File: src/rtl/odom_quad_counter_if.sv
// SPI-side bundle of the odometry counter.
// Carries chip select and command in, snapshot word and its strobe out.
interface odom_quad_counter_if;
    logic        spi_cs;
    logic [31:0] cmd;
    logic [31:0] data_out;
    logic        snap_valid;

    modport master (
        output spi_cs,
        output cmd,
        input  data_out,
        input  snap_valid
    );

    modport slave (
        input  spi_cs,
        input  cmd,
        output data_out,
        output snap_valid
    );
endinterface

File: src/rtl/odom_quad_counter.sv
// Dual quadrature decoder feeding the Pi SPI word; CS-edge snapshot and clear.
// Optional macro ODOM_GLITCH_FILTER_EN adds a per-line stability filter.
module odom_quad_counter #(
    parameter int         CNT_W    = 16,
    parameter int         FILT_LEN = 4,
    parameter bit         INV_L    = 1'b0,
    parameter bit         INV_R    = 1'b1,
    parameter logic [7:0] CLR_KEY  = 8'hA5
) (
    input  logic              clk,
    input  logic              reset,
    input  logic              enc_a_l,
    input  logic              enc_b_l,
    input  logic              enc_a_r,
    input  logic              enc_b_r,
    odom_quad_counter_if.slave spi,
    output logic              err_l,
    output logic              err_r
);

    logic [4:0] sync1;
    logic [4:0] sync2;

    always_ff @(posedge clk) begin
        if (reset) begin
            sync1 <= '0;
            sync2 <= '0;
        end else begin
            sync1 <= {enc_a_l, enc_b_l, enc_a_r, enc_b_r, spi.spi_cs};
            sync2 <= sync1;
        end
    end

    logic       cs_s;
    logic [3:0] enc;

    assign cs_s = sync2[0];

`ifdef ODOM_GLITCH_FILTER_EN
    localparam int PRIME = FILT_LEN + 3;

    logic [3:0] filt;
    logic [3:0] run [4];

    // A line flips only after disagreeing with its filtered value FILT_LEN times in a row.
    always_ff @(posedge clk) begin
        if (reset) begin
            filt <= '0;
            for (int i = 0; i < 4; i++) run[i] <= '0;
        end else begin
            for (int i = 0; i < 4; i++) begin
                if (sync2[i+1] == filt[i]) begin
                    run[i] <= '0;
                end else if (run[i] == 4'(FILT_LEN - 1)) begin
                    filt[i] <= sync2[i+1];
                    run[i]  <= '0;
                end else begin
                    run[i] <= run[i] + 4'd1;
                end
            end
        end
    end

    assign enc = filt;
`else
    localparam int PRIME = 3;

    assign enc = sync2[4:1];
`endif

    localparam logic [4:0] PRIME_C = 5'(PRIME);

    logic [CNT_W-1:0] one_c;
    assign one_c = {{(CNT_W-1){1'b0}}, 1'b1};

    function automatic logic [1:0] gray2bin(input logic [1:0] g);
        return {g[1], g[1] ^ g[0]};
    endfunction

    logic [4:0]       prime_cnt;
    logic             priming;
    logic             cs_d;
    logic [1:0]       cur_l, cur_r;
    logic [1:0]       prev_l, prev_r;
    logic [1:0]       d_l, d_r;
    logic [CNT_W-1:0] cnt_l, cnt_r;
    logic [CNT_W-1:0] step_l, step_r;
    logic             ill_l, ill_r;
    logic             rise, fall;
    logic             key_ok, do_clr, err_clr;
    logic             unused_bits;

    assign cur_l   = enc[3:2];
    assign cur_r   = enc[1:0];
    assign priming = prime_cnt != PRIME_C;

    assign unused_bits = ^{spi.cmd[23:2], 4'(FILT_LEN)};

    // Position delta mod 4: 1 forward, 3 reverse, 2 means both lines moved.
    always_comb begin
        d_l    = gray2bin(cur_l) - gray2bin(prev_l);
        d_r    = gray2bin(cur_r) - gray2bin(prev_r);
        step_l = '0;
        step_r = '0;
        unique case (1'b1)
            d_l == 2'd1: step_l = INV_L ? '1 : one_c;
            d_l == 2'd3: step_l = INV_L ? one_c : '1;
            default:     step_l = '0;
        endcase
        unique case (1'b1)
            d_r == 2'd1: step_r = INV_R ? '1 : one_c;
            d_r == 2'd3: step_r = INV_R ? one_c : '1;
            default:     step_r = '0;
        endcase
        ill_l = d_l == 2'd2;
        ill_r = d_r == 2'd2;
    end

    always_comb begin
        rise    = !priming && cs_s && !cs_d;
        fall    = !priming && !cs_s && cs_d;
        key_ok  = spi.cmd[31:24] == CLR_KEY;
        do_clr  = rise && key_ok && spi.cmd[0];
        err_clr = rise && key_ok && spi.cmd[1];
    end

    always_ff @(posedge clk) begin
        if (reset) begin
            prime_cnt      <= '0;
            cs_d           <= 1'b0;
            prev_l         <= '0;
            prev_r         <= '0;
            cnt_l          <= '0;
            cnt_r          <= '0;
            err_l          <= 1'b0;
            err_r          <= 1'b0;
            spi.data_out   <= '0;
            spi.snap_valid <= 1'b0;
        end else begin
            cs_d           <= cs_s;
            prev_l         <= cur_l;
            prev_r         <= cur_r;
            spi.snap_valid <= fall;
            if (priming) prime_cnt <= prime_cnt + 5'd1;
            if (fall) spi.data_out <= {cnt_l, cnt_r};
            if (do_clr) begin
                cnt_l <= '0;
                cnt_r <= '0;
                err_l <= 1'b0;
                err_r <= 1'b0;
            end else if (!priming) begin
                cnt_l <= cnt_l + step_l;
                cnt_r <= cnt_r + step_r;
                if (err_clr) begin
                    err_l <= 1'b0;
                    err_r <= 1'b0;
                end else begin
                    if (ill_l) err_l <= 1'b1;
                    if (ill_r) err_r <= 1'b1;
                end
            end
        end
    end

endmodule

File: src/flat_wrapper.sv
// flat-port wrapper written by rule: the top's interface ports become plain ports
module odom_quad_counter_flat 
#(
    parameter int         CNT_W    = 16,
    parameter int         FILT_LEN = 4,
    parameter bit         INV_L    = 1'b0,
    parameter bit         INV_R    = 1'b1,
    parameter logic [7:0] CLR_KEY  = 8'hA5
)
  (clk, reset, enc_a_l, enc_b_l, enc_a_r, enc_b_r, err_l, err_r, spi_spi_cs, spi_cmd, spi_data_out, spi_snap_valid);
  odom_quad_counter_if spi_i ();
  input  logic clk;
  input  logic reset;
  input  logic enc_a_l;
  input  logic enc_b_l;
  input  logic enc_a_r;
  input  logic enc_b_r;
  output logic err_l;
  output logic err_r;
  input wire logic [$bits(spi_i.spi_cs)-1:0] spi_spi_cs;
  input wire logic [$bits(spi_i.cmd)-1:0] spi_cmd;
  output wire logic [$bits(spi_i.data_out)-1:0] spi_data_out;
  output wire logic [$bits(spi_i.snap_valid)-1:0] spi_snap_valid;
  assign spi_i.spi_cs = spi_spi_cs;
  assign spi_i.cmd = spi_cmd;
  assign spi_data_out = spi_i.data_out;
  assign spi_snap_valid = spi_i.snap_valid;
  odom_quad_counter #(.CNT_W(CNT_W), .FILT_LEN(FILT_LEN), .INV_L(INV_L), .INV_R(INV_R), .CLR_KEY(CLR_KEY)) u_core (.clk(clk), .reset(reset), .enc_a_l(enc_a_l), .enc_b_l(enc_b_l), .enc_a_r(enc_a_r), .enc_b_r(enc_b_r), .spi(spi_i), .err_l(err_l), .err_r(err_r));
endmodule
File: config.mk
export PLATFORM = sky130hd
export DESIGN_NAME = odom_quad_counter_flat
export DESIGN_NICKNAME = d
export VERILOG_FILES = /design/src/rtl/odom_quad_counter_if.sv /design/src/rtl/odom_quad_counter.sv /design/src/flat_wrapper.sv
export SDC_FILE = /design/constraint.sdc
export NUM_CORES = 1
export LEC_CHECK = 0
export ABC_AREA = 1
export CAP_MARGIN = 10
export CORE_MARGIN = 2
export CORE_UTILIZATION = 45
export DETAILED_ROUTE_END_ITERATION = 12
export PLACE_DENSITY_LB_ADDON = 0.15
export RECOVER_POWER = 25
export SYNTH_ARGS = -nofsm -noshare
export SYNTH_HDL_FRONTEND = slang
export SYNTH_SLANG_ARGS = --single-unit
File: constraint.sdc
create_clock -name clk -period 3.1 [get_ports clk]
set_clock_uncertainty 0.1 [all_clocks]
set_input_delay 0.62 -clock clk [delete_from_list [all_inputs] [get_ports clk]]
set_output_delay 0.62 -clock clk [all_outputs]
set_load 0.01 [all_outputs]
# [Word-level counts from Yosys, hierarchy flattened]
# Cells that the tools add are included.
[classes] n_reduce_logical=15 n_eq_ne=8 magnitude_cmp=0 shifts=0 addsub=5 bitwise_logic=5 muxes=6 mul=0 n_div=0
[op_table] cell="16-bit one-hot mux with 2 select lines" n=2
[op_table] cell="16-bit adder" n=2
[op_table] cell="2-bit equality test (second input constant)" n=4
[op_table] cell="8-bit equality test (second input constant)" n=1
[op_table] cell="1-bit logical AND" n=7
[op_table] cell="5-bit by 1-bit adder with 5-bit output (second input constant)" n=1
[op_table] cell="5-bit by 2-bit inequality test with 1-bit output (second input constant)" n=1
[op_table] cell="2-bit by 1-bit equality test with 1-bit output (second input constant)" n=2
[op_table] cell="1-bit 2-to-1 mux" n=4
[op_table] cell="2-bit AND reduction" n=2
[op_table] cell="2-bit nonzero test" n=2
[op_table] cell="2-bit subtractor" n=2
[op_table] cell="1-bit XOR" n=4
[op_table] cell="1-bit logical NOT" n=3
[op_table] cell="2-bit OR reduction" n=1
[op_table] cell="1-bit NOT" n=1
[word_totals] elab_cells=51 ramBits=0 regBits=87 latchBits=0 input_bits=39 mem_bits_ro=0 out_inout_bits=35 memories=0

# [Depth between registers and ports, before layout]
# Gate-level depths: netlist of the first run.
[depth] word_depth=8 depth_mapped=20 ltp_nobuf=20

# [Worst setup path before layout of the first run]
# No wires, ideal clock.
[synth_path] path_type="reg-to-reg" startpoint="reg u_core.prev_r[1]" endpoint="reg u_core.cnt_r[12]" t_arrival_ns=2.150 path_slack_ns=0.742 path_buffers=0 setup_time_ns=0.109 stages_incl_launch_ff=18 path_cell_list="dfxtp_1 > xor2_1 > ha_1 > clkinv_1 > nand3_4 > nand2_1 > and2_1 > ha_1 > inv_1 > nand2_1 > nand2_1 > nand3_1 > nand3b_1 > nand2_1 > nand2_1 > nand3_1 > nand2_1 > inv_1"
[synth_via] elab_chain_cells=5
[synth_rtl] item="from (decl)" line_no="odom_quad_counter.sv:84" rtl="logic [1:0] prev_l, prev_r;"
[synth_rtl] item="from (signal assigned)" line_no="odom_quad_counter.sv:142" rtl="prev_r <= cur_r;"
[synth_rtl] item="1-bit XOR" line_no="odom_quad_counter.sv:77" rtl="return {g[1], g[1] ^ g[0]};"
[synth_rtl] item="2-bit subtractor *" line_no="odom_quad_counter.sv:102" rtl="d_r = gray2bin(cur_r) - gray2bin(prev_r);"
[synth_rtl] item="2-bit equality test / 2-bit by 1-bit equality test with 1-bit output (equally long branches)" line_no="odom_quad_counter.sv:112, odom_quad_counter.sv:111"
[synth_rtl] item="16-bit one-hot mux with 2 select lines *" line_no="odom_quad_counter.sv:110" rtl="unique case (1'b1)"
[synth_rtl] item="16-bit adder *" line_no="odom_quad_counter.sv:153" rtl="cnt_r <= cnt_r + step_r;"
[synth_rtl] item="to (signal assigned)" line_no="odom_quad_counter.sv:153"
[synth_rtl] item="to (decl)" line_no="odom_quad_counter.sv:86" rtl="logic [CNT_W-1:0] cnt_l, cnt_r;"
# Mark *: on every way between the ends. The rest lies on a longest branch, timed or not.
# A chain may end at the register's enable or synchronous reset.

# [Worst setup path in the final report of the first run]
[layout_path] startpoint="reg u_core.prev_l[1]" endpoint="reg u_core.cnt_l[12]"
[layout_via] elab_chain_cells=5
[layout_rtl] item="from (decl)" line_no="odom_quad_counter.sv:84"
[layout_rtl] item="from (signal assigned)" line_no="odom_quad_counter.sv:141" rtl="prev_l <= cur_l;"
[layout_rtl] item="1-bit XOR" line_no="odom_quad_counter.sv:77"
[layout_rtl] item="2-bit subtractor *" line_no="odom_quad_counter.sv:101" rtl="d_l = gray2bin(cur_l) - gray2bin(prev_l);"
[layout_rtl] item="2-bit equality test / 2-bit by 1-bit equality test with 1-bit output (equally long branches)" line_no="odom_quad_counter.sv:107, odom_quad_counter.sv:106"
[layout_rtl] item="16-bit one-hot mux with 2 select lines *" line_no="odom_quad_counter.sv:105" rtl="unique case (1'b1)"
[layout_rtl] item="16-bit adder *" line_no="odom_quad_counter.sv:152" rtl="cnt_l <= cnt_l + step_l;"
[layout_rtl] item="to (signal assigned)" line_no="odom_quad_counter.sv:152"
[layout_rtl] item="to (decl)" line_no="odom_quad_counter.sv:86"
# Marked as above.

==> results of run 1 <==
final cells by class:
class	count	area, sq um	area share
clock buffer	11	141	0.0241
clock inverter	5	81.3	0.0138
inverter	152	571	0.0971
multi-input combinational	496	2590	0.441
sequential	87	1740	0.297
tap	140	175	0.0298
timing repair buffer	60	572	0.0974
stage by stage:
step	hold WS, ns	power, W	utilization	cell area (sq um)
after floorplan	0.288	0.00175	-	5030
after global placement	0.297	0.00188	0.520	5660
after detailed placement	0.298	0.00190	0.520	5660
after CTS	0.316	0.00279	0.540	5880
after global routing	0.338	0.00294	0.539	5870
final	0.311	0.00277	0.539	5870
worst max-delay path, stage by stage, from the launching register on:
cell and delay (ns):
dfxtp_1 0.35, xor2_1 0.16, ha_1 0.30, clkinv_1 0.24, nand3_4 0.24, nand2_1 0.09, nand2_1 0.10, inv_1 0.05
ha_1 0.18, inv_1 0.05, nand2_1 0.09, nand2_1 0.09, nand3_1 0.15, nand3_1 0.15, nand2_1 0.06, nand2_1 0.06
nand3_1 0.07, nand2_1 0.07, inv_1 0.04
metal layers:
layer  vias up  routed length, microns  part of all wire
met2       103                    4910              0.43
met4         0                     140             0.012
li1       2500                       -                 -
met1      2122                    5810              0.50
met5         -                       0                 0
met3        11                     655             0.057
logic make-up after synthesis:
group / share of synthesized area
AOI/OAI and AO/OA: 0.162
DFF: 0.346
buffers and inverters: 0.140
and+or+nand+nor: 0.291
xor gates and xnor gates: 0.0430
adders and majority gates: 0.0174
flip-flops by register name, indices dropped and copies added (netlist names), 2 cells and up:
signal	count
u_core.spi.data_out	32
u_core.cnt_l	16
u_core.cnt_r	16
u_core.prime_cnt	5
u_core.sync1	5
u_core.sync2	5
u_core.prev_l	2
u_core.prev_r	2
synthesized netlist by cell type:
cell type and instances:
nand2_1 156, inv_1 143, dfxtp_1 87, nor2_1 73, a21oi_1 63, o21ai_0 52, nand3_1 45, o41ai_1 22
clkbuf_1 19, nand2_2 16, xor2_1 15, nand4_1 12, ha_1 7, inv_2 7, xnor2_1 6, nand2_4 5
buf_1 3, buf_2 3, nand3_4 3, a21boi_1 2, clkinv_1 2, nand3b_1 2, nor2_2 2, nor3_1 2
nor3_2 2, o21ai_1 2, xor2_2 2, a31oi_1 1, a41oi_1 1, and2_1 1, buf_12 1, buf_4 1
buf_6 1, nand3_2 1, nor2_4 1, nor4_2 1, o21bai_1 1
layout by cell type (no fill, tap or decap), types with 3 or more instances in the layout:
cell,netlist,final
o21ai_0,52,52
nand3_1,45,44
nand2_2,16,16
buf_4,1,7
clkdlybuf4s50_1,0,40
nand2_1,156,156
a21oi_1,63,63
nand2_4,5,5
inv_1,143,143
nand3_4,3,3
xor2_1,15,15
nand4_1,12,12
dfxtp_1,87,87
xnor2_1,6,6
o41ai_1,22,22
nor2_1,73,73
ha_1,7,7
dlygate4sd3_1,0,11
clkbuf_8,0,10
inv_2,7,7
power by group through the flow:
| stage | Combinational, W | Sequential (W) | Clock (W) |
|---|---|---|---|
| 3_5_place_dp | 0.000603 | 0.00130 | 0 |
| 3_3_place_gp | 0.000589 | 0.00129 | 0 |
| 6_report | 0.000606 | 0.00127 | 0.000894 |
| 5_1_grt | 0.000695 | 0.00128 | 0.000963 |
| 4_1_cts | 0.000608 | 0.00127 | 0.000917 |
| 2_1_floorplan | 0.000484 | 0.00126 | 0 |
path summary, 6_finish.rpt:
kind	start	endpoint	slack, ns	cells after the start
max	u_core.prev_l[1]	u_core.cnt_l[12]	0.35	18
min	u_core.sync1[0]	u_core.sync2[0]	0.31	2
max reg2reg	u_core.prev_l[1]	u_core.cnt_l[12]	0.35	18
min reg2reg	u_core.sync1[0]	u_core.sync2[0]	0.31	2
==> summary by stage, run 1 <==
Power
Across the VDD grid, the largest voltage drop is 0.000226 V. Of the total power, combinational logic draws 0.219. In this run the static leakage power is 2.70 nW.

The total internal power is 0.00188 W. The sequential cell fraction of total power is 0.459. The power density of the placed cells is 472 mW/mm^2. Of the total power, the clock network draws 0.323.

For this design the total switching power over the nets is 0.000892 W. Of the total power, the share spent switching nets is 0.322.

Place
Routability-driven placement finished with a final weighted congestion of 0.918. The worst slack at placement is 0.369 ns. Once placement completed, the tool counted placed cells totaling 935. The port buffer count is 51. The final HPWL from detailed placement is 7.93 mm.

Synthesis
Of the synthesized area, sequential elements account for 0.346. The post-synthesis average cell area is 6.60 sq um. Counting distinct cell types in the post-synthesis netlist gives 37. Synthesis produced a netlist with a net count of 809. Yosys attributes the largest share of cell area to dfxtp_1 (35%), nand2_1 (12%), inv_1 (11%).

The number of instances in the synthesized netlist is 763. The Yosys step of the flow raised 0 warnings. The register bit total from synthesis is 87. Summed over all instances, the cell type with the most area after synthesis is dfxtp_1. Summing every instance area after synthesis gives 0.00503 sq mm.

The share of synthesized area in the top cell type comes to 0.346.

CTS
In this run the deepest clock path goes through 2 buffers. At the later pin of the worst-skew pair, clock insertion delay measures 0.36 ns. The number of clock sinks is 87. The clock tree synthesis step divided the H-tree into 3 levels. The buffer count from post-CTS setup fixing is 0. The number of buffers created by CTS is 9. The number of hold buffers added after CTS was 0. The quantity of gates resized following cts is 0. The CTS tree is built.

The clock edge transition at the registers on the reported setup and hold paths is 0.09 ns. The clock root buffer is clkbuf_8.

STA
The post-route clock period utilization is 0.888. The worst relative slew slack is 0.444. The setup violation total in the final timing report is 0. The final hold violation count is 0. The final count of pins violating max slew is 0. The highest clock rate is 363 MHz. Setup repair after global routing left no endpoint under its margin. Across all setup checks in the final design, the least slack found is 0.346 ns. For the pin with the worst max-slew slack, the measured transition is 0.834 ns. The post-route minimum period is 2.75 ns.

For the final routed database, the setup TNS stands at 0 ns.

Route
The antenna violation net count after detailed routing is 0. The count of routing violations after the opening detailed-route iteration is 241. The first detailed-routing pass took 5 iterations. The via density per instance is 4.98. Across all layers, the routed design uses 4,736 vias.

The routed length per placed instance is 12.1 microns. The detailed-route DRC error count is 0. After detailed routing, the total wire length is 11.5 mm.

GRT
In the global route stage, overall resource usage came out at 0.205. The largest net degree at the start of global routing is 66. For met1 alone, demand over resource in global routing was 0.289. For this run, global-route usage on met3 was measured as 0.0326. The residual overflow from global routing is 0. The met2 layer usage reported by global route is 0.320. The layer with the highest usage is met2. The via count of the first global-routing pass is 4,316.

The first global-routing pass estimated 19.9 mm of wire. The number of antenna violations at the first check in global routing is 0.

Worst setup path
The worst setup path is captured at a register. At the worst endpoint, the arrival time is 2.92 ns. The biggest fanout along the worst timing path is 8. The setup path with the least slack is of type reg -> reg. The critical path launch point type is a register. Data on the critical path is required at its endpoint by 3.26 ns.

Min path
In this run the worst hold path is classified as reg -> reg.

Floorplan
The floorplan step defined a core boundary enclosing 0.0109 sq mm. The height of the chip is 110 microns. In this run the count of I/O pins placed on the die edge is 74. The die covers 0.0121 sq mm. The starting utilization of the core area is 0.462.

The die is 110 microns wide. The floorplan row count is 38.

Layout
In the final layout, the share of cells above drive strength 1 is 0.0789. The layout net count is 852. 0 antenna diodes ended up in the layout. The filler-free cell count of the finished design is 951. Fill cells in the final layout number 1,087.

The layout overhead on the synthesized area is 16.7%.

Run status
The run finished with clean final reports.

Flow run
Max-cap violations in this run came to 0.
Power figures use the tool's default switching activity.
==> run 2: changes to the inputs <==
GPL_ROUTABILITY_DRIVEN = 0   (was default)
GPL_TIMING_DRIVEN = 0   (was default)
MAX_ROUTING_LAYER = met4   (was default)
==> summary by stage, run 2 (synthesis gave the netlist of run 1 again) <==
GRT
The via count of the first global-routing pass is 4,476. For this run, the total global-route usage over all layers was measured as 0.233. The number of antenna violations at the first check in global routing is 0.

Entering global routing, the biggest net connects 16 pins. The residual overflow from global routing is 0. The first global-routing pass estimated 21.4 mm of wire.

CTS
Post-CTS repair changed the size of 0 cells. The buffer count from post-CTS setup fixing is 0. The number of clock sinks is 87.

The number of buffers created by CTS is 9. The CTS tree is built. The number of H-tree levels is 3. The root buffer cell chosen for the clock tree is clkbuf_8. The maximum count of clock buffers along a single path is 2. The number of buffers inserted for hold repair after clock tree synthesis is 0. The clock edge transition at the registers on the reported setup and hold paths is 0.09 ns. At the later pin of the worst-skew pair, clock insertion delay measures 0.38 ns.

Layout
Once layout is complete, the utilization of the core stands at 0.546. The largest registers in the layout are u_core.spi.data_out: 32 flops, u_core.cnt_l: 16 flops, u_core.cnt_r: 16 flops. 0 antenna diodes ended up in the layout.

u_core.spi.data_out holds more flip-flops than any other register. Across the whole layout, storage elements account for 0.00174 sq mm. The share of cells above drive strength 1 is 0.0748. Leaving out fill and tap cells, the most frequent cells in the layout are nand2_1 (156), inv_1 (143), dfxtp_1 (87). The flip-flop count of the largest register after layout is 32. The library cell used most frequently in the layout, excluding fill and tap cells, is nand2_1. The layout net count is 870.

The multi-input gate area in the final layout is 0.00259 sq mm. The fill cell instance count of the final layout is 1,091. The layout overhead on the synthesized area is 18.0%.

Power
The share of total power dissipated in combinational logic is 0.227. The peak supply drop is 0.000240 V. The share of total power consumed by net switching is 0.329. Internal power comes to 0.00189 W. The leakage component of the power is 2.74 nW. The switching power summed over all nets is 0.000927 W. The sequential cell fraction of total power is 0.448.

Of the total power, the clock network draws 0.325. The power density of the placed cells is 474 mW/mm^2.

Route
After detailed routing, the number of vias per cell comes to 5.12. After the first detailed-routing iteration, the DRC count stood at 313. The aggregate routed wire length is 12.8 mm. The routed length per placed instance is 13.2 microns. In the routed design, unresolved DRC markers number 0. The antenna violation net count after detailed routing is 0. The number of optimization iterations in the first detailed-route pass is 5.

The overall via count from detail_route is 4,966.

Floorplan
The full die area is 0.0121 sq mm. The initial utilization of the core area, before any placement, comes to 0.462. The floorplan step set the die width to 110 microns. The height of the chip is 110 microns. The floorplan row count is 38. The count of pins on the block boundary is 74. The core area is 0.0109 sq mm.

Worst setup path
The type of destination of the critical path is a register. The startpoint of the worst register-to-register path is u_core.sync2[2]. The type of the setup path with the least slack is reg -> reg.

STA classifies the critical path startpoint as a register. The worst endpoint data arrival time is 2.96 ns. The required time at the endpoint of the critical path is 3.28 ns. The critical path capture point is u_core.cnt_r[14].

The first element of the critical path is u_core.sync2[2]. The biggest fanout along the worst timing path is 9. For flop-to-flop paths, the worst setup slack is 0.32 ns. In this run the critical register-to-register path is captured at u_core.cnt_r[14].

The worst register-to-register path has a depth of 17.

STA
The final count of pins violating max slew was 0. The highest clock rate is 360 MHz. In the finished design, the share of the clock period the worst path needs comes to 0.897. The worst relative slew slack is 0.542. Summed over all failing endpoints, the final setup total negative slack is 0 ns. Setup repair after global routing left no endpoint under its margin. The worst path in the final design needs a cycle of 2.78 ns, including I/O delays and setup. The final hold violation count is 0. The worst-margin pin slew is 0.678 ns.

Setup violations remaining at the end of the flow were counted as 0.

Place
The port buffer count is 50. The final HPWL from detailed placement is 9.41 mm.

Min path
The type of the worst min-delay path is reg -> reg.

Flow run
The count of maximum capacitance violations is 0.

Run status
The run finished with clean final reports.
-- run 2: worst max-delay path: stages (launching register included) --
cell      delay [ns]
dfxtp_1         0.41
xnor2_1         0.10
ha_1            0.28
clkinv_1        0.27
nand3_4         0.25
nand2_1         0.08
and2_1          0.16
ha_1            0.19
inv_1           0.05
nand2_1         0.10
nand4_1         0.12
nand2_1         0.15
nand2_1         0.14
nand2_1         0.06
nand2_1         0.05
nand3_1         0.06
nand2_1         0.08
inv_1           0.03
-- run 2: layout make-up --
| type | instances | share of cell area |
|---|---|---|
| buffer | 28 | 0.0230 |
| sequential | 87 | 0.293 |
| multi-input combinational | 496 | 0.435 |
| inverter | 152 | 0.0961 |
| timing repair buffer | 50 | 0.0843 |
| clock inverter | 6 | 0.0154 |
| clock buffer | 10 | 0.0232 |
| tap | 140 | 0.0295 |
-- run 2: worst min path at each step --
stage	start	end	slack, ns	depth (start not counted)
2_1_floorplan	u_core.sync1[0]	u_core.sync2[0]	0.29	2
3_3_place_gp	u_core.sync1[4]	u_core.sync2[4]	0.30	2
3_5_place_dp	u_core.sync1[4]	u_core.sync2[4]	0.30	2
4_1_cts	u_core.sync1[0]	u_core.sync2[0]	0.31	2
5_1_grt	u_core.sync1[0]	u_core.sync2[0]	0.33	2
6_report	u_core.sync1[4]	u_core.sync2[4]	0.31	2
-- run 2: per-stage QoR --
step | setup slack [ns] | hold slack, ns | power (W) | area, sq um | std cells
4_1_cts | 0.319 | 0.311 | 0.00284 | 5940 | 969
3_5_place_dp | 0.376 | 0.298 | 0.00192 | 5710 | 953
5_1_grt | 0.0301 | 0.327 | 0.00298 | 5940 | 969
2_1_floorplan | 0.742 | 0.288 | 0.00175 | 5030 | 763
3_3_place_gp | 0.400 | 0.297 | 0.00190 | 5710 | 953
6_report | 0.319 | 0.308 | 0.00282 | 5940 | 969
-- run 2: routing by layer --
metal	routed length, microns	share of wire	vias to the layer above	GRT usage
met1	6250	0.49	2214	0.317
li1	-	-	2542	-
met2	5490	0.43	183	0.345
met5	0	0	-	-
met4	262	0.020	0	0.100
met3	801	0.063	27	0.0326
-- run 2: power groups by stage --
stage	Combinational, W	Sequential, W	Clock [W]
4_1_cts	0.000635	0.00126	0.000943
5_1_grt	0.000725	0.00127	0.000978
3_3_place_gp	0.000618	0.00128	0
3_5_place_dp	0.000630	0.00129	0
2_1_floorplan	0.000484	0.00126	0
6_report	0.000639	0.00126	0.000916
==> run 3: changes to the inputs <==
CTS_BUF_LIST = sky130_fd_sc_hd__clkbuf_16   (was default)
SKIP_CTS_REPAIR_TIMING = 1   (was default)
clock period = 3 ns   (was 3.1 ns; I/O delays follow)
==> summary by stage, run 3 (synthesis gave the netlist of run 1 again) <==
Layout
The multi-input gate area in the final layout is 0.00259 sq mm. The library cells used most frequently in the layout, excluding fill and tap cells, are nand2_1 (156), inv_1 (143), dfxtp_1 (85). The number of antenna diodes in the final layout is 0.

Counting flops per register, the top entry is u_core.spi.data_out. The largest registers in the layout are u_core.spi.data_out: 32 flops, u_core.cnt_l: 16 flops, u_core.cnt_r: 16 flops. In the final layout, the share of cells above drive strength 1 is 0.0784. The net count of the finished layout is 870. The register with the most flip-flops in the layout has 32 of them. The sequential cells in the finished layout cover a total of 0.00174 sq mm. The layout has 1,072 filler cells. The layout overhead on the synthesized area is 20.0%.

The commonest non-fill, non-tap cell in the layout is nand2_1.

Route
For this run, design rule violations remaining after detail routing come to 0. The routed layout has 4,951 vias. The via density per instance is 5.11. The antenna violation net count after detailed routing is 0. The routed length per placed instance is 13.3 microns.

The detailed router finished its first iteration with 297 violations. The number of optimization iterations in the first detailed-route pass is 5. The aggregate routed wire length is 12.9 mm.

CTS
TritonCTS built the clock tree. The clock edge transition at the registers on the reported setup and hold paths is 0.06 ns. The number of clock sinks is 87. The number of H-tree levels is 3. The number of buffers created by CTS is 9.

For the worst-skew pair, the clock arrives at the later sink with an insertion delay of 0.34 ns. The clock root buffer is clkbuf_16. The clock passes through at most 2 buffers.

STA
The setup slack after layout is 0.262 ns. The final hold violation count is 0. The post-route clock period utilization is 0.913. The final count of pins violating max slew is 0.

For this run, the top clock speed supported by timing is 365 MHz. After layout, the minimum clock period comes to 2.74 ns. Setup violations remaining at the end of the flow were counted as 0. Setup total negative slack on the finished layout was measured at 0 ns. For the pin with the worst max-slew slack, the measured transition is 0.687 ns. Setup repair after global routing could not meet its margin everywhere.

The worst relative slew slack is 0.536.

Worst setup path
The slowest stage of the critical path is the ha_1 cell. The internal reg-to-reg setup slack is 0.26 ns. At the worst endpoint, the arrival time is 2.88 ns. The critical path launch point type is a register. The required time at the endpoint of the critical path is 3.14 ns.

The type of the setup path with the least slack is reg -> reg. In this design, the stage delay of the slowest critical-path cell is 0.35 ns. The biggest fanout along the worst timing path is 8. The signal on the critical path passes through xor2_1, ha_1, clkinvlp_4, nand3_4, nand2_1, nand2_1, inv_1, ha_1, inv_1, nand2_1, nand2_1, nand3_1, nand3_1, nand2_1, nand2_1, nand3_1, nand2_1, inv_1.

The type of destination of the critical path is a register. The library cell appearing most often on the critical path is nand2_1.

GRT
Entering global routing, the biggest net connects 16 pins. For this run the aggregate overflow at the end of global routing stands at 0. In the global route stage, overall resource usage came out at 0.234. The first global-routing pass estimated 21.6 mm of wire. The met2 layer usage reported by global route is 0.350. The fraction of met1 tracks used by global routing is 0.317.

The via count of the first global-routing pass is 4,505. In the global route stage, met3 resource usage came out at 0.0362. The layer with the highest usage is met2.

The number of antenna violations at the first check in global routing was 0.

Power
Internal power comes to 0.00219 W. Power spread over the standard cell area amounts to 527 mW/mm^2. The clock network power share is 0.381. VDD sags by at most 0.000321 V. In this run the power spent charging and discharging nets is 0.000994 W.

The combinational share of power is 0.209. The share of total power consumed by net switching is 0.312. The leakage component of the power is 2.78 nW. Of the total power, registers draw 0.410.

Floorplan
The region available for standard cell placement spans 0.0109 sq mm. The count of pins on the block boundary is 74. The floorplan row count is 38. The height of the chip is 110 microns. The x dimension of the die is 110 microns. For this configuration, the core starts out at a cell density of 0.462. The full die area is 0.0121 sq mm.

Place
The worst slack at placement is 0.276 ns. In this run the tool buffered the top-level ports with 50 buffer cells. The final HPWL from detailed placement is 9.41 mm.

Min path
The type of the worst min-delay path is reg -> reg.

Flow run
The count of maximum capacitance violations is 0.

Run status
The flow ran to the end, and the final reports show no timing, DRC or antenna violations.
==> run 3: cell count changes in the layout (fill, tap and decap cells not counted) <==
cell        change
clkinvlp_4      +2
dfxtp_2         +2
dfxtp_1         -2
clkbuf_16       +9
clkbuf_8       -10
clkinv_1        -1
==> run 3: metrics by stage <==
| step | cell area (sq um) | util | power (W) | hold WS, ns | cells |
|---|---|---|---|---|---|
| after floorplan | 5030 | - | 0.00181 | 0.288 | 763 |
| after global placement | 5710 | 0.524 | 0.00196 | 0.297 | 953 |
| after detailed placement | 5710 | 0.524 | 0.00198 | 0.298 | 953 |
| after CTS | 6030 | 0.554 | 0.00320 | 0.308 | 969 |
| after global routing | 6040 | 0.555 | 0.00335 | 0.324 | 969 |
| final | 6040 | 0.555 | 0.00318 | 0.305 | 969 |
==> run 3: final cells by class <==
class	instances	area share
Sequential cell	87	0.289
Inverter	152	0.0957
Tap cell	140	0.0290
Timing Repair Buffer	50	0.0829
Multi-Input combinational cell	496	0.428
Buffer	28	0.0226
Clock buffer	9	0.0373
Clock inverter	7	0.0157
==> run 3: power groups by stage <==
stage          Sequential [W]  Combinational, W  Clock [W]
3_3_place_gp          0.00133          0.000638          0
3_5_place_dp          0.00133          0.000651          0
5_1_grt               0.00132          0.000753    0.00128
2_1_floorplan         0.00131          0.000500          0
6_report              0.00131          0.000665    0.00121
4_1_cts               0.00130          0.000657    0.00124
==> run 3: critical path, delay by kind of cell (launching register included) <==
family | cells | cell delay [ns]
xor gates and xnor gates | 1 | 0.15
DFF | 1 | 0.34
adders and majority gates | 2 | 0.53
and+or+nand+nor | 11 | 1.18
buffers and inverters | 4 | 0.35
==> run 3: final timing paths <==
path,endpoint,cells past startpoint,from
worst max-delay path,u_core.cnt_l[12],18,u_core.prev_l[1]
worst min-delay path,u_core.sync2[4],2,u_core.sync1[4]
worst max register to register,u_core.cnt_l[12],18,u_core.prev_l[1]
worst min register to register,u_core.sync2[4],2,u_core.sync1[4]
==> run 3: metal layers <==
metal,vias to the layer above,part of all wire,wire length [microns]
met1,2226,0.49,6350
met3,19,0.059,763
li1,2538,-,-
met2,168,0.43,5520
met4,0,0.019,246
met5,-,0,0
==> RTL edit: new RTL, settings of run 3 <==
Add a define of `ODOM_GLITCH_FILTER_EN`.
--- a/src/rtl/odom_quad_counter.sv
+++ b/src/rtl/odom_quad_counter.sv
@@ -1,5 +1,7 @@
 // Dual quadrature decoder feeding the Pi SPI word; CS-edge snapshot and clear.
 // Optional macro ODOM_GLITCH_FILTER_EN adds a per-line stability filter.
+`define ODOM_GLITCH_FILTER_EN
+
 module odom_quad_counter #(
     parameter int         CNT_W    = 16,
     parameter int         FILT_LEN = 4,
Check against the original RTL: not equivalent (Yosys sat finds a counterexample within 10 cycles, from zero or initial values and one cycle with reset high).
==> RTL edit against run 3 <==
- maximum frequency is 0.13% higher
- sequential cell count is 20 higher
- die area is 19% higher
- critical endpoint is now u_core.cnt_l[8]
- worst setup slack better by 0.0036 ns
- area after synthesis is 20% higher
- first-iteration DRC count is 19% higher
- final area is 18% higher
- routed wire length is 13% higher
Power is not compared: it rests on default switching activity, and its combinational part moved more than twofold at a synthesized area within 25%.
==> RTL edit: results (changes against run 3) <==
| Metric | Value |
|---|---|
| Status | `finished clean (unchanged)` |
| Top reg by flops | `u_core.spi.data_out (unchanged)` |
| Min-delay src | `u_core.sync1[3] (was u_core.sync1[4])` |
| DP Wirelength | `10.7 mm (was 9.41 mm)` |
| Post-synth EDFFs | `16 (was 0)` |
| Pin count of the biggest net entering global routing | `18 (was 16)` |
| Critical path class | `reg2reg (unchanged)` |
| Register area share after synthesis | `38.2% (was 34.6%)` |
| Worst skew pair latency | `0.36 ns (was 0.34 ns)` |
| WP data arrival | `2.89 ns (was 2.88 ns)` |
| Initial drt markers | `352 (was 297)` |
| Distinct cells, synth | `38 (was 37)` |
| First-pass GRT wire length | `24.4 mm (was 21.6 mm)` |
| Post-synth top cells | `nand2_1 (164), inv_1 (158), dfxtp_1 (91) (was nand2_1 (156), inv_1 (143), dfxtp_1 (87))` |
| Worst path slowest cell | `dfxtp_1 (was ha_1)` |
| Via count | `5498 (was 4951)` |
| CP max stage delay | `0.43 ns (was 0.35 ns)` |
| Ys flop type | `dfxtp_1 (unchanged)` |
| ANT cells | `0 (unchanged)` |
| Total wire length | `14.5 mm (was 12.9 mm)` |
| Dpl ws | `-0.0636 ns (was 0.276 ns)` |
| Worst slew pin tran | `0.724 ns (was 0.687 ns)` |
| Fill cell count | `1311 (was 1072)` |
| CTS clk-pin slew, worst paths | `approximately 0.07 ns` |
| IO buf count | `51 (was 50)` |
| Largest fanout on the critical path | `5 (was 8)` |
| Max reg flops | `32 (unchanged)` |
| Layout cells sized above 1 | `8.72% (was 7.84%)` |
| Vias in the first global route | `5096 (was 4505)` |
| Net count, final | `997 (was 870)` |
| Ranking of synthesized cells by area | `dfxtp_1 (30%), nand2_1 (10%), inv_1 (9.8%) (was dfxtp_1 (35%), nand2_1 (12%), inv_1 (11%))` |
| GRT Overall Usage | `21.9% (was 23.4%)` |
| Pleak | `3.28 nW` |
| CP Launch Point | `u_core.enc[3] (was u_core.prev_l[1])` |
RTL edit: changes by cell type after synthesis, moves of 8 or more:
cell | before | now
a21oi_1 | 63 | 75
edfxtp_1 | 0 | 16
nor2_1 | 73 | 89
nand2_1 | 156 | 164
inv_1 | 143 | 158
RTL edit: per-stage QoR:
step	instance area (sq um)	hold WS [ns]	cells
3_5_place_dp	6810	0.295	1108
3_3_place_gp	6810	0.295	1108
2_1_floorplan	6080	0.288	881
5_1_grt	7140	0.317	1128
4_1_cts	7080	0.305	1124
6_report	7140	0.300	1128
RTL edit: routing by layer:
| metal | vias to the layer above | GRT usage, % | part of all wire (%) |
|---|---|---|---|
| met4 | 0 | 9.85 | 2.5 |
| met3 | 32 | 3.28 | 4.3 |
| met5 | - | - | 0 |
| met1 | 2482 | 27.5 | 47 |
| met2 | 98 | 35.1 | 46 |
| li1 | 2886 | - | - |
RTL edit: worst min-delay path, cell delays in order (launching register included):
cell and delay [ns]:
dfxtp_1 0.30, inv_1 0.04, nor2_1 0.03
RTL edit: cell families after synthesis:
family / after synthesis / share of synthesized area, %
simple gates: 357 / 26.7
buf+inv: 196 / 12.8
compound gates: 164 / 15.2
flops: 107 / 38.2
xor+xnor: 30 / 4.73
fa+ha+maj: 11 / 2.28
other cells: 1 / 0.0622
RTL edit: worst paths after layout:
path,endpoint,slack [ns],depth (start not counted)
max,u_core.cnt_l[8],0.27,18
min,u_core.sync2[3],0.30,2
max reg2reg,u_core.cnt_l[8],0.27,18
min reg2reg,u_core.sync2[3],0.30,2
RTL edit: final cells by class:
cell class	instances	area, sq um	share of cell area, %
Buffer	32	158	2.21
Clock buffer	9	225	3.15
Clock inverter	7	45.0	0.631
Inverter	164	619	8.67
Multi-Input combinational cell	578	3030	42.4
Sequential cell	107	2300	32.3
Tap cell	176	220	3.08
Timing Repair Buffer	55	541	7.57
RTL edit: report_power, final:
group / switching [mW] / leakage (nW) / internal, mW
Combinational: 0.159 / 2.25 / 0.0958
Clock: 0.549 / 0.131 / 0.560
Sequential: 0.0203 / 0.902 / 1.48
